===== config.mk =====
export PLATFORM = sky130hd
export DESIGN_NAME = data_mem_ctrl
export DESIGN_NICKNAME = d
export VERILOG_FILES = /design/src/rtl/data_mem_ctrl.sv
export SDC_FILE = /design/constraint.sdc
export NUM_CORES = 1
export LEC_CHECK = 0
export CAP_MARGIN = 5
export CORE_AREA = 2 2 133 135
export DETAILED_ROUTE_END_ITERATION = 10
export DIE_AREA = 0 0 135 137
export DONT_BUFFER_PORTS = 1
export GPL_TIMING_DRIVEN = 1
export PLACE_DENSITY_LB_ADDON = 0.08
export SKIP_LAST_GASP = 1
export SLEW_MARGIN = 20
export SYNTH_ARGS = -nofsm -noshare
export SYNTH_HDL_FRONTEND = slang
export SYNTH_SLANG_ARGS = --single-unit

===== constraint.sdc =====
create_clock -name clk -period 3.8 [get_ports clk]
set_input_delay 0 -clock clk [delete_from_list [all_inputs] [get_ports clk]]
set_output_delay 0 -clock clk [all_outputs]
set_load 0.1 [all_outputs]

===== src/rtl/data_mem_ctrl.sv =====
// MEM-stage data memory controller: turns single-cycle load/store requests
// into a req/ack bus handshake, stalling the pipeline while an access is in flight.
module data_mem_ctrl #(
    parameter int TIMEOUT = 16,
    parameter int ADDR_W  = 32
) (
    input  logic              clk,
    input  logic              cpu_rst,
    input  logic              cpu_en,
    input  logic              mem_ren,
    input  logic              mem_wen,
    input  logic [31:0]       mem_addr,
    input  logic [31:0]       mem_dout,
    output logic [31:0]       mem_din,
    output logic              mem_stall,
    output logic              mem_err,
    output logic              bus_req,
    output logic              bus_we,
    output logic [ADDR_W-1:0] bus_addr,
    output logic [31:0]       bus_wdata,
    input  logic [31:0]       bus_rdata,
    input  logic              bus_ack
);

    localparam int CNT_W = (TIMEOUT > 1) ? $clog2(TIMEOUT) : 1;
    localparam logic [CNT_W-1:0] CNT_LAST = CNT_W'(TIMEOUT - 1);

    typedef enum logic [1:0] {
        ST_IDLE = 2'd0,
        ST_WAIT = 2'd1,
        ST_DONE = 2'd2
    } state_t;

    state_t              state_q, state_d;
    logic                bus_req_q, bus_req_d;
    logic                bus_we_q, bus_we_d;
    logic [ADDR_W-1:0]   bus_addr_q, bus_addr_d;
    logic [31:0]         bus_wdata_q, bus_wdata_d;
    logic [31:0]         rdata_q, rdata_d;
    logic                err_q, err_d;
    logic [CNT_W-1:0]    cnt_q, cnt_d;
    logic                aligned_s;
    logic                go_s;
    logic                bad_s;

    assign aligned_s = (mem_addr[1:0] == 2'b00);
    assign go_s      = cpu_en & (mem_ren ^ mem_wen) & aligned_s;
    assign bad_s     = cpu_en & ((mem_ren & mem_wen) | ((mem_ren | mem_wen) & ~aligned_s));

    // Next-state, bus register and pipeline-facing output logic
    always_comb begin
        state_d     = state_q;
        bus_req_d   = bus_req_q;
        bus_we_d    = bus_we_q;
        bus_addr_d  = bus_addr_q;
        bus_wdata_d = bus_wdata_q;
        rdata_d     = rdata_q;
        err_d       = err_q;
        cnt_d       = cnt_q;
        mem_stall   = 1'b0;
        mem_din     = 32'd0;
        case (state_q)
            ST_IDLE: begin
                mem_stall = go_s;
                if (go_s) begin
                    bus_addr_d  = mem_addr[ADDR_W-1:0];
                    bus_wdata_d = mem_dout;
                    bus_we_d    = mem_wen;
                    bus_req_d   = 1'b1;
                    cnt_d       = '0;
                    state_d     = ST_WAIT;
                end else if (bad_s) begin
                    err_d = 1'b1;
                end else begin
                    state_d = ST_IDLE;
                end
            end
            ST_WAIT: begin
                // In-flight transactions finish regardless of cpu_en
                mem_stall = 1'b1;
                if (bus_ack) begin
                    rdata_d   = bus_we_q ? 32'd0 : bus_rdata;
                    bus_req_d = 1'b0;
                    state_d   = ST_DONE;
                end else if (cnt_q == CNT_LAST) begin
                    rdata_d   = 32'd0;
                    bus_req_d = 1'b0;
                    err_d     = 1'b1;
                    state_d   = ST_DONE;
                end else begin
                    cnt_d = cnt_q + {{(CNT_W-1){1'b0}}, 1'b1};
                end
            end
            ST_DONE: begin
                mem_din = rdata_q;
                if (cpu_en) begin
                    state_d = ST_IDLE;
                end else begin
                    state_d = ST_DONE;
                end
            end
            default: begin
                state_d   = ST_IDLE;
                bus_req_d = 1'b0;
            end
        endcase
        if (cpu_rst) begin
            mem_stall = 1'b0;
        end else begin
            mem_stall = mem_stall;
        end
    end

    // State and bus registers with synchronous reset
    always_ff @(posedge clk) begin
        if (cpu_rst) begin
            state_q     <= ST_IDLE;
            bus_req_q   <= 1'b0;
            bus_we_q    <= 1'b0;
            bus_addr_q  <= '0;
            bus_wdata_q <= 32'd0;
            rdata_q     <= 32'd0;
            err_q       <= 1'b0;
            cnt_q       <= '0;
        end else begin
            state_q     <= state_d;
            bus_req_q   <= bus_req_d;
            bus_we_q    <= bus_we_d;
            bus_addr_q  <= bus_addr_d;
            bus_wdata_q <= bus_wdata_d;
            rdata_q     <= rdata_d;
            err_q       <= err_d;
            cnt_q       <= cnt_d;
        end
    end

    assign mem_err   = err_q;
    assign bus_req   = bus_req_q;
    assign bus_we    = bus_we_q;
    assign bus_addr  = bus_addr_q;
    assign bus_wdata = bus_wdata_q;

endmodule


==> impl_metrics.csv, run 1 <==
group,metric,value,unit
detailed_routing,vias,3651,
clock_tree,clock_latency,340,ps
floorplanning,pin_count,202,
setup_path,cp_slowest_cell,"and2_1",
floorplanning,core_area,0.0171,mm2
detailed_routing,first_iter_violations,163,
floorplanning,dieArea,0.0185,mm2
clock_tree,cts_max_path_buffers,2,
layout,final_area,0.00562,mm2
layout,areaGrowthSynthToFinish,34.9,%
power,swShare,27.2,%
setup_path,worst_setup_path_end_kind,"primary output",
clock_tree,root_buffer,"clkbuf_16",
global_routing,grt_pass1_wl,19400,um
detailed_routing,routed_wl,12800,um
timing,skew,6.80,ps
clock_tree,htree_num_levels,3,
clock_tree,cts_tree,"done",
place,dp_cells,643,
timing,hold_viol,0,
setup_path,arrival,2450,ps
logic_synthesis,synth_compound_area_share,25.1,%
setup_path,required,3800,ps
layout,mostFrequentLayoutCells,"105 x dfxtp_1, 98 x dlygate4sd3_1, 70 x a21oi_1",
timing,max_slew.worst_pin.slew,1030,ps
logic_synthesis,syn_avg_cell_area,9.19,um2
logic_synthesis,syn_nets,558,
logic_synthesis,synth_top_family_by_area,"compound AO/OA/AOI/OAI gates",
power,p_clk_share,39.9,%
floorplanning,dieHeight,137,um
timing,slew_viol_final,0,
floorplanning,die_x,135,um
logic_synthesis,synth_cell_type_count,40,
power,vdd_ir_drop_max,0.223,mV
layout,final_cell_count_no_fill,758,
detailed_routing,drtAntennaViolNets,0,
place,gp_routability_congestion,0.687,
layout,diodes,0,
logic_synthesis,ys_async_sr_fraction,0,%
power,seqPwrFrac,51.0,%
global_routing,grt_use_total,13.4,%
layout,drive_gt1_share,7.13,%
clock_tree,cts.sinks,105,
logic_synthesis,syn_area,0.00416,mm2
detailed_routing,viasPerCell,4.82,
place,dp_hpwl,7960,um
logic_synthesis,ys.flop_type,"dfxtp_1",
timing,setup_viol_count_final,0,
detailed_routing,firstDrtPassIters,4,
worst_hold_path,hold_class,"input pin to flop",
clock_tree,cts_setup_buffers,0,
timing,period_needed,2450,ps
logic_synthesis,synth_edf_count,0,
logic_synthesis,synth.top_cell.area_share,50.5,%
timing,timing.fmax,408,MHz
detailed_routing,wire_per_inst,16.9,um
clock_tree,clk_pin_slew_worst_paths,70,ps
logic_synthesis,ys_warn_count,0,
floorplanning,start_util,24.4,%
power,internal_power,0.00180,W
logic_synthesis,synthMuxAreaShare,0.240,%
logic_synthesis,ys_seq_area_share,50.5,%
setup_path,crit_path_max_fanout,33,
logic_synthesis,synth_area_leaders,"dfxtp_1 50%, a21oi_1 8.4%, nand3_1 7.6%",
run_status,status,"finished clean",
power,p_sw,0.000673,W
logic_synthesis,yosys.area_share.simple,16.5,%
timing,rsz0062_at_grt,"false",
logic_synthesis,syn_inst,453,
logic_synthesis,synth_xor_area_share,0,%
setup_path,startpoint_type,"flop",
floorplanning,rows,48,
run,maxCapViolCount,0,
power,combPwrFrac,9.1,%
global_routing,grt_max_degree,72,
global_routing,grt_pass1_vias,3592,
place,dpl-instance-area,0.00430,mm2
layout,layout_commonest_cell,"dfxtp_1",
clock_tree,cts_buffers,9,
timing,setup_tns,0,ps
detailed_routing,drc_errors,0,
timing,slew_headroom,31.1,%
setup_path,cp_slowest_stage_delay,890,ps
logic_synthesis,ys_ff_latch,105,
global_routing,antenna_found_initial,0,
logic_synthesis,post-synth-top-area-cell,"dfxtp_1",
global_routing,grt-ovfl-total,0,
setup_path,path_class,"flop to primary output",
power,p_leak,1.95,nW
timing,final.period_utilization,64.5,%
power,power_density,441,mW/mm2
setup_path,path_cells,"and2b_1 -> and2_1",
layout,nets,633,
logic_synthesis,synthAdderAreaFrac,0.901,%
place,numPortBuffers,0,
-- logic make-up (layout without fill, tap and decap cells) --
kind of cell | after synthesis | count (layout)
AOI/OAI and AO/OA | 177 | 177
muxes | 1 | 1
buffers and inverters | 51 | 131
and+or+nand+nor | 116 | 116
adders and majority gates | 3 | 3
DFF | 105 | 105
-- cell usage after synthesis (6+ instances only) --
| master | count |
|---|---|
| clkbuf_1 | 18 |
| inv_1 | 6 |
| nand3_1 | 63 |
| a21oi_1 | 70 |
| dfxtp_1 | 105 |
| and2_1 | 33 |
| buf_2 | 15 |
| o21ai_1 | 50 |
| a22o_1 | 32 |
| o21ai_0 | 13 |
| buf_6 | 9 |
-- worst paths after layout --
kind,startpoint,endpoint,slack [ps],cells past startpoint
min,mem_addr[0],mem_err,30,3
max reg2reg,state_q[0],bus_wdata[6],1390,5
max,state_q[1],mem_din[6],1350,2
min reg2reg,rdata_q[8],rdata_q[8],470,1
-- worst max-delay path: cells and delay by family (launching register included) --
kind          cells  cell delay, ps
simple gates      2            1610
flops             1             480
-- per-layer routing --
metal,wire (um),GRT usage (%)
met3,1240,5.15
met5,0,0
met1,5580,16.9
met2,5810,20.9
met4,187,5.03
-- metrics by stage --
step | util [%] | hold WS (ps) | total power (W) | worst slack (ps)
4_1_cts | 32.9 | 7.12 | 0.00253 | 1260
6_report | 32.9 | 26.9 | 0.00248 | 1350
2_1_floorplan | - | 126 | 0.00140 | 934
3_5_place_dp | 25.2 | 104 | 0.00142 | 1590
3_3_place_gp | 25.2 | 96.1 | 0.00141 | 1660
5_1_grt | 32.9 | 44.2 | 0.00258 | 1180
-- area by class of cell --
class	instances	area, um2
multi-input cells	297	1800
clock buffers	10	229
clock inverters	6	82.6
well taps	225	282
fillers	1786	11400
repair buffers	109	1100
inverters	6	22.5
flip-flops and latches	105	2100
-- sequential cells by signal, summed over array words and instances, names as in the netlist --
name,cells
bus_addr,32
bus_wdata,32
rdata_q,32
cnt_q,4
state_q,2
bus_req,1
bus_we,1
mem_err,1
-- power by group through the flow --
stage          Combinational, W  Clock, W  Sequential [W]
6_report               0.000225  0.000987         0.00126
5_1_grt                0.000248   0.00107         0.00126
4_1_cts                0.000228   0.00104         0.00126
3_5_place_dp           0.000128         0         0.00129
3_3_place_gp           0.000126         0         0.00129
2_1_floorplan          0.000115         0         0.00128
-- repair_timing --
item	CTS	global route
hold endpoints to repair	105	0
endpoints found under the setup margin	0	0
hold buffers	99	0
gates resized for setup	0	0
Note: power is estimated with default switching activity, not from simulation.
==> run 2: changes to the inputs <==
==> constraint.sdc (replaced) <==
create_clock -name clk -period 2.4 [get_ports clk]
set_input_delay 0 -clock clk [delete_from_list [all_inputs] [get_ports clk]]
set_output_delay 0 -clock clk [all_outputs]
set_load 0.1 [all_outputs]
==> run 2 against run 1 <==
  * Combinational power rose to 2.7 times the previous value
  * Die area unchanged
  * Total power grew 67%
  * Sequential share of layout area down 4.6 points
  * Clock skew about the same
  * Sequential cell count unchanged
  * Utilization increased by 4.7 points
  * Sequential power grew 42%
  * Largest cell class unchanged
  * Largest power group unchanged
==> impl_metrics.csv, run 2 (synthesis gave the netlist of run 1 again) <==
group,metric,value,unit
layout,layout_commonest_cell,"buf_4",
detailed_routing,drtAntennaViolNets,0,
floorplanning,pin_count,202,
global_routing,grt_use_total,14.2,%
setup_path,crit_family,"buffers and inverters",
detailed_routing,routed_wl,13300,um
setup_path,startpoint_type,"flop",
power,vdd_ir_drop_max,0.315,mV
floorplanning,dieArea,0.0185,mm2
layout,areaGrowthSynthToFinish,54.0,%
detailed_routing,wire_per_inst,15.4,um
setup_path,path_cells,"or3b_4 -> buf_12 -> o21ai_1 -> a21oi_1 -> dlygate4sd3_1",
run_status,status,"finished clean",
global_routing,grt_pass1_vias,4010,
layout,mostFrequentLayoutCells,"109 x buf_4, 105 x dfxtp_1, 98 x dlygate4sd3_1",
power,p_leak,2.50,nW
floorplanning,dieHeight,137,um
layout,diodes,0,
clock_tree,clock_latency,350,ps
setup_path,worst_setup_path_end_kind,"flop",
global_routing,grt_pass1_wl,20700,um
worst_hold_path,min_from,"mem_addr[0]",
layout,fin_util,37.6,%
clock_tree,cts_buffers,9,
detailed_routing,vias,4024,
timing,setup_viol_count_final,0,
timing,fin_ws,261,ps
timing,slew_viol_final,0,
timing,rsz0062_at_grt,"false",
timing,final.period_utilization,89.1,%
layout,final_area,0.00641,mm2
place,dp_slack,507,ps
timing,hold_viol,0,
setup_path,arrival,2370,ps
clock_tree,root_buffer,"clkbuf_16",
timing,setup_tns,0,ps
layout,drive_gt1_share,22.0,%
setup_path,regToRegEndpoint,"bus_addr[18]",
detailed_routing,first_iter_violations,135,
run,maxCapViolCount,0,
setup_path,crit_buf_inv,2,
setup_path,reg2reg_from,"state_q[1]",
detailed_routing,viasPerCell,4.69,
worst_hold_path,hold_class,"input pin to flop",
setup_path,cp_slowest_cell,"or3b_4",
global_routing,antenna_found_initial,0,
global_routing,grt_max_degree,72,
layout,fill_cells,1724,
floorplanning,start_util,24.4,%
place,dpl-instance-area,0.00505,mm2
clock_tree,htree_num_levels,3,
timing,period_needed,2140,ps
timing,timing.fmax,468,MHz
global_routing,grt-ovfl-total,0,
setup_path,path_class,"flop to flop",
worst_hold_path,hold_depth,3,
setup_path,cp_slowest_stage_delay,570,ps
layout,nets,733,
floorplanning,rows,48,
place,numPortBuffers,0,
setup_path,reg2regPathDepth,5,
power,power_density,645,mW/mm2
clock_tree,cts_setup_buffers,0,
clock_tree,cts_tree,"done",
worst_hold_path,min_to,"mem_err",
setup_path,required,2640,ps
floorplanning,core_area,0.0171,mm2
place,gp_routability_congestion,0.701,
clock_tree,cts.sinks,105,
detailed_routing,firstDrtPassIters,4,
setup_path,crit_path_max_fanout,43,
setup_path,rrSetupSlack,260,ps
floorplanning,die_x,135,um
timing,slew_headroom,56.9,%
clock_tree,clk_pin_slew_worst_paths,70,ps
detailed_routing,drc_errors,0,
place,dp_hpwl,8270,um
timing,max_slew.worst_pin.slew,647,ps
clock_tree,cts_max_path_buffers,2,
timing,skew,6.84,ps
==> run 2: where the power goes <==
group | internal [W] | switching, W
combinational | 0.000204 | 0.000406
clock | 0.00105 | 0.000684
sequential | 0.00178 | 0.0000143
==> run 2: stage by stage <==
step,power (W),hold WS [ps],std cells
after global routing,0.00430,45.5,858
after floorplan,0.00222,126,453
after CTS,0.00420,3.44,858
after detailed placement,0.00229,89.8,743
final,0.00414,17.8,858
after global placement,0.00228,96.6,743
==> run 2: layer usage <==
metal	part of all wire, %	up-vias	routed length [um]	track usage [%]
met2	50	113	6670	24.8
met3	6.8	15	907	4.48
met5	0	-	0	0
met4	1.6	0	216	4.86
met1	41	1909	5460	16.5
li1	-	1987	-	-
==> run 2: worst max path at each step <==
stage	from	endpoint	slack, ps	cells after the start
floorplan	mem_ren	mem_stall	390	6
global placement	state_q[1]	cnt_q[1]	530	4
detailed placement	state_q[1]	cnt_q[1]	510	4
CTS	state_q[1]	bus_addr[18]	60	5
global route	state_q[0]	bus_addr[18]	180	5
finish	state_q[1]	bus_addr[18]	260	5
==> run 2: layout make-up <==
class                           count  area (um2)  share of cell area, %
Clock buffer                       10         239                   3.73
Clock inverter                      6         115                   1.80
Inverter                            6        22.5                  0.351
Multi-Input combinational cell    297        1810                   28.2
Sequential cell                   105        2100                   32.8
Tap cell                          225         282                   4.39
Timing Repair Buffer              209        1850                   28.8
==> run 2: worst min-delay path, stage by stage <==
cell      delay (ps)
o21ba_2          120
o211ai_1          90
a21oi_1          120
==> run 2: what timing repair did <==
action | CTS | global route
gates resized for setup | 0 | 1
hold buffers | 99 | 0
hold endpoints to repair | 105 | 0
endpoints found under the setup margin | 0 | 1
